$ cat src/rtl/a2d_arb_pkg.sv
// a2d_arb_pkg: shared types, widths and helpers for the A2D request arbiter.
package a2d_arb_pkg;

    localparam int unsigned NREQ    = 3;
    localparam int unsigned CHNNL_W = 3;
    localparam int unsigned RES_W   = 12;
    localparam int unsigned PTR_W   = 2;
    localparam int unsigned CNT_W   = 16;

    typedef enum logic [1:0] {
        IDLE     = 2'd0,
        START    = 2'd1,
        WAIT_CNV = 2'd2,
        DONE     = 2'd3
    } state_t;

    // Priority pointer for the next round: the requester after the owner, wrapping 2->0.
    function automatic logic [PTR_W-1:0] ptr_after(input logic [NREQ-1:0] owner);
        case (owner)
            3'b001:  return PTR_W'(1);
            3'b010:  return PTR_W'(2);
            default: return PTR_W'(0);
        endcase
    endfunction

    // Channel field of the requester selected by a one-hot vector.
    function automatic logic [CHNNL_W-1:0] chnnl_sel(input logic [NREQ*CHNNL_W-1:0] fields,
                                                     input logic [NREQ-1:0]         onehot);
        logic [CHNNL_W-1:0] sel;
        sel = '0;
        for (int i = 0; i < int'(NREQ); i++) begin
            if (onehot[i]) begin
                sel = sel | fields[i*CHNNL_W +: CHNNL_W];
            end
        end
        return sel;
    endfunction

endpackage

$ cat src/rtl/a2d_rr_pick.sv
// a2d_rr_pick: combinational round-robin picker; search starts at ptr and wraps 2->0.
module a2d_rr_pick
    import a2d_arb_pkg::*;
(
    input  logic [NREQ-1:0]  req,
    input  logic [PTR_W-1:0] ptr,
    output logic [NREQ-1:0]  winner
);

    logic             found;
    logic [PTR_W-1:0] idx;

    // First asserted request at or after the pointer wins.
    always_comb begin
        winner = '0;
        found  = 1'b0;
        idx    = '0;
        for (int k = 0; k < int'(NREQ); k++) begin
            idx = PTR_W'((32'(ptr) + 32'(k)) % NREQ);
            if (!found && req[idx]) begin
                winner[idx] = 1'b1;
                found       = 1'b1;
            end
        end
    end

endmodule

$ cat src/rtl/a2d_arbiter.sv
// a2d_arbiter: round-robin arbitration of three requesters onto one shared A2D converter.
// Optional conversion timeout is enabled by defining A2D_TIMEOUT_EN.
module a2d_arbiter
    import a2d_arb_pkg::*;
#(
    parameter int unsigned TMO_CYC = 1024
)
(
    input  logic                    clk,
    input  logic                    rst_n,
    input  logic [NREQ-1:0]         req,
    input  logic [NREQ*CHNNL_W-1:0] req_chnnl,
    output logic [NREQ-1:0]         gnt,
    output logic [NREQ-1:0]         done,
    output logic [RES_W-1:0]        res,
    output logic                    err,
    output logic                    busy,
    output logic                    start_conv,
    output logic [CHNNL_W-1:0]      chnnl,
    input  logic                    cnv_cmplt,
    input  logic [RES_W-1:0]        A2D_res
);

    state_t           state;
    logic [PTR_W-1:0] ptr;
    logic [NREQ-1:0]  pick;

    a2d_rr_pick u_pick (
        .req    (req),
        .ptr    (ptr),
        .winner (pick)
    );

    // Strobes decoded straight from the state register.
    assign start_conv = (state == START);
    assign done       = (state == DONE) ? gnt : '0;
    assign busy       = (state != IDLE);

`ifdef A2D_TIMEOUT_EN
    logic [CNT_W-1:0] tmo_cnt;
    logic             tmo_hit_c;

    assign tmo_hit_c = (tmo_cnt == CNT_W'(TMO_CYC - 1));
`else
    logic tmo_unused_c;

    assign tmo_unused_c = ^32'(TMO_CYC);
    assign err          = 1'b0;
`endif

    // Transaction FSM with registered grant, channel, result and priority pointer.
    always_ff @(posedge clk or negedge rst_n) begin
        if (!rst_n) begin
            state   <= IDLE;
            ptr     <= '0;
            gnt     <= '0;
            chnnl   <= '0;
            res     <= '0;
`ifdef A2D_TIMEOUT_EN
            err     <= 1'b0;
            tmo_cnt <= '0;
`endif
        end else begin
`ifdef A2D_TIMEOUT_EN
            err <= 1'b0;
`endif
            case (state)
                IDLE: begin
                    if (|req) begin
                        gnt   <= pick;
                        chnnl <= chnnl_sel(req_chnnl, pick);
                        state <= START;
                    end
                end
                START: begin
`ifdef A2D_TIMEOUT_EN
                    tmo_cnt <= '0;
`endif
                    state <= WAIT_CNV;
                end
                WAIT_CNV: begin
                    if (cnv_cmplt) begin
                        res   <= A2D_res;
                        state <= DONE;
                    end
`ifdef A2D_TIMEOUT_EN
                    else if (tmo_hit_c) begin
                        res   <= '0;
                        err   <= 1'b1;
                        state <= DONE;
                    end else begin
                        tmo_cnt <= tmo_cnt + CNT_W'(1);
                    end
`endif
                end
                DONE: begin
                    gnt   <= '0;
                    ptr   <= ptr_after(gnt);
                    state <= IDLE;
                end
                default: state <= IDLE;
            endcase
        end
    end

endmodule

$ cat config.mk
export PLATFORM = sky130hd
export DESIGN_NAME = a2d_arbiter
export DESIGN_NICKNAME = d
export VERILOG_FILES = /design/src/rtl/a2d_arb_pkg.sv /design/src/rtl/a2d_rr_pick.sv /design/src/rtl/a2d_arbiter.sv
export SDC_FILE = /design/constraint.sdc
export NUM_CORES = 1
export LEC_CHECK = 0
export CAP_MARGIN = 20
export CORE_UTILIZATION = 61
export CTS_CLUSTER_SIZE = 20
export DETAILED_ROUTE_END_ITERATION = 8
export DONT_BUFFER_PORTS = 1
export PLACE_DENSITY = 0.78
export SLEW_MARGIN = 5
export SYNTH_ARGS = -nofsm -noshare
export SYNTH_HDL_FRONTEND = slang
export SYNTH_HIERARCHICAL = 1
export SYNTH_SLANG_ARGS = --single-unit
$ cat constraint.sdc
create_clock -name clk -period 5.7 [get_ports clk]
set_input_delay 1.71 -clock clk [delete_from_list [all_inputs] [get_ports clk]]
set_output_delay 1.71 -clock clk [all_outputs]
set_load 0.1 [all_outputs]
==> flow_summary.rst <==
.. list-table::
   :header-rows: 1

   * - Metric
     - Value
   * - Result of the run
     - completed
   * - Reg-to-reg setup timing slack
     - 3.37 ns
   * - Die ar.
     - 2230 µm²
   * - Final wirelength
     - 2270 µm
   * - Clock Latency Late Sink
     - 0.31 ns
   * - Vias
     - 838
   * - Fraction of the yosys area taken by sequential cells
     - 0.441
   * - Cts hold-fix bufs
     - 0
   * - Post-CTS Resized
     - 0
   * - Endpoint required time on the critical path
     - 3.99 ns
   * - Main synth FF type
     - dfrtp_1
   * - Cell family contributing the most delay on the critical path
     - flip-flops
   * - Wire length per cell after detailed routing
     - 17.0 µm
   * - Number of buffers created by CTS
     - 3
   * - Maximum achievable frequency
     - 0.256 GHz
   * - Rel. slew slack
     - 0.339
   * - Number of design rule violations left after detail routing
     - 0
   * - Number of detailed-routing iterations run before antenna repair
     - 4
   * - Reg2Reg Depth
     - 8
   * - Gp weighted congestion
     - 0.828
   * - Sum of negative setup slack
     - 0 ns
   * - Slew at the pin closest to its max-slew limit
     - 0.992 ns
   * - Number of vias per cell
     - 6.30
   * - EDFF count, synth
     - 0
   * - Largest net degree at the start of global routing
     - 23
   * - Hold Path Depth
     - 1
   * - Synthesized netlist cell count
     - 109
   * - Endpoint class of the critical path
     - primary output
   * - Library cells used by synthesis
     - 35
   * - WP buf/inv
     - 0
   * - Buffer levels on the longest clock path
     - 2
   * - Reg2Reg Launch Point
     - ptr[0]$_DFFE_PN0P_
   * - Data arrival time at the worst-slack endpoint
     - 2.20 ns
   * - Total global routing overflow
     - 0
   * - Max-slew violation count
     - 0
   * - Detailed placer's ending HPWL
     - 1760 µm
   * - Area of the core
     - 1820 µm²
   * - Count of inserted antenna diode cells
     - 0
   * - Fin. Hold Viols
     - 0
   * - Worst hold-check path type
     - reg2reg
   * - Unrepaired setup endpoints after global routing
     - no
   * - Endpoint of the worst-slack reg-to-reg timing path
     - chnnl[0]$_DFFE_PN0P_
   * - Post-Place Setup Slack
     - 2.14 ns
   * - Site row count
     - 15
   * - Startpoint types
     - flop
   * - Number of failing setup endpoints in the final timing report
     - 0
   * - Die outline height
     - 47.2 µm
   * - Clock period minus worst slack
     - 3.91 ns
   * - Clock root buffer
     - clkbuf_4
   * - Signed area change from the synthesized netlist to the final layout
     - 4.01%
   * - Floorplan die width
     - 47.2 µm
   * - Share of layout cells above drive strength 1
     - 0.185
   * - Min-Delay Endpoint
     - ptr[1]$_DFFE_PN0P_
   * - Synth Cell Area
     - 1250 µm²
   * - Fraction of the cycle the final worst path needs
     - 0.686
   * - TritonCTS sink count
     - 22
   * - All-layer global routing usage
     - 0.207
   * - Max-capacitance violation count
     - 0
   * - Antenna violation net count after detailed routing
     - 0
   * - Number of nets produced by synthesis
     - 144
   * - Count of pins on the block boundary
     - 51
   * - Highest-delay cell along the critical path
     - dfrtp_1
   * - PortBufs
     - 0
   * - Iter 0 DRT Violations
     - 34
   * - Nets
     - 144
   * - CTS HTree Levels
     - 1
   * - Yosys warns
     - 6
   * - Cell-by-cell listing of the critical path
     - and2_1
   * - Number of setup buffers added after CTS
     - 0
   * - Effective utilization at floorplan
     - 0.685
   * - Hold wc startpoint
     - ptr[1]$_DFFE_PN0P_
   * - Global-route wire length before repair
     - 3200 µm
   * - Setup slack of the critical path after layout
     - 1.79 ns
   * - Share of synthesized flip-flops with an asynchronous set or reset
     - 1.00
   * - Max stage delay on crit path
     - 1.00 ns
   * - Critical-path maximum fanout
     - 5
   * - Crit path kind
     - reg2out
   * - Post-Route Skew
     - 0.00281 ns
   * - Initial antenna violation count
     - 0
   * - Synth Area per Inst
     - 11.4 µm²
   * - Clock Pin Slew Worst Setup and Hold Paths
     - 0.12 ns
   * - Via count of the first global-routing pass
     - 750
   * - Total of flip-flops plus latches after synthesis
     - 22
   * - CTS tree
     - yes
-- synthesized netlist by cell type, types with 2 or more instances --
library cell	instances	area [µm²]
o211ai_1	5	37.5
inv_1	9	33.8
mux2i_1	4	40.0
nor2_1	3	11.3
dfrtp_1	22	551
a22o_1	4	35.0
mux2_2	12	135
buf_2	2	10.0
nand2_1	5	18.8
and2_1	3	18.8
ha_1	8	100
o21ai_0	6	30.0
nand3b_1	2	15.0
a222oi_1	3	30.0
-- registers in the layout (all words and copies together), names as in the netlist --
register,count
chnnl,3
gnt,3
ptr,2
res,12
state,2
-- how the worst max path moves through the flow --
stage | from | endpoint | cells after the start
after floorplan | gnt[0]$_DFFE_PN0P_ | done[0] | 1
after detailed placement | gnt[0]$_DFFE_PN0P_ | done[0] | 1
after CTS | gnt[2]$_DFFE_PN0P_ | done[2] | 1
final | gnt[2]$_DFFE_PN0P_ | done[2] | 1
after global placement | gnt[2]$_DFFE_PN0P_ | done[2] | 1
after global routing | gnt[2]$_DFFE_PN0P_ | done[2] | 1
-- cell families after synthesis --
family | Yosys count | synth area share
other | 1 | 0.00301
adder cells (fa/ha/maj) | 8 | 0.0802
AO/OA/AOI/OAI | 28 | 0.175
flip-flops | 22 | 0.441
buffers and inverters | 14 | 0.0542
AND/OR/NAND/NOR | 19 | 0.0943
multiplexers | 17 | 0.152
-- layout make-up --
class,instances,area (µm²)
Inverter,9,33.8
Clock buffer,3,22.5
Multi-Input combinational cell,73,629
Fill cell,142,523
Sequential cell,22,551
Tap cell,25,31.3
Clock inverter,1,30.0
-- metal layers --
layer,vias to the layer above,GRT usage,share of wire
li1,393,-,-
met1,397,0.283,0.44
met2,46,0.312,0.46
met3,2,0.0654,0.088
met4,0,0.0686,0.0044
met5,-,0,0
-- placed cells by master (no fill, tap or decap), types with 2 or more instances in the layout --
cell / n
a222oi_1: 3
a22o_1: 4
and2_1: 3
clkbuf_4: 3
dfrtp_1: 22
ha_1: 8
inv_1: 9
mux2_2: 12
mux2i_1: 4
nand2_1: 5
nand3b_1: 2
nor2_1: 3
o211ai_1: 5
o21ai_0: 6
-- per-stage QoR --
| stage | cell area, µm² | cells | utilization | hold WS, ns |
|---|---|---|---|---|
| final | 1300 | 133 | 0.713 | 0.558 |
| after global routing | 1300 | 133 | 0.713 | 0.594 |
| after CTS | 1300 | 133 | 0.713 | 0.566 |
| after detailed placement | 1240 | 129 | 0.684 | 0.536 |
| after global placement | 1240 | 129 | 0.684 | 0.522 |
| after floorplan | 1250 | 109 | - | 0.505 |
Power is left out: the tool's default activity adds up to more than one toggle a clock period on the data nets, which glitch-free logic cannot reach.
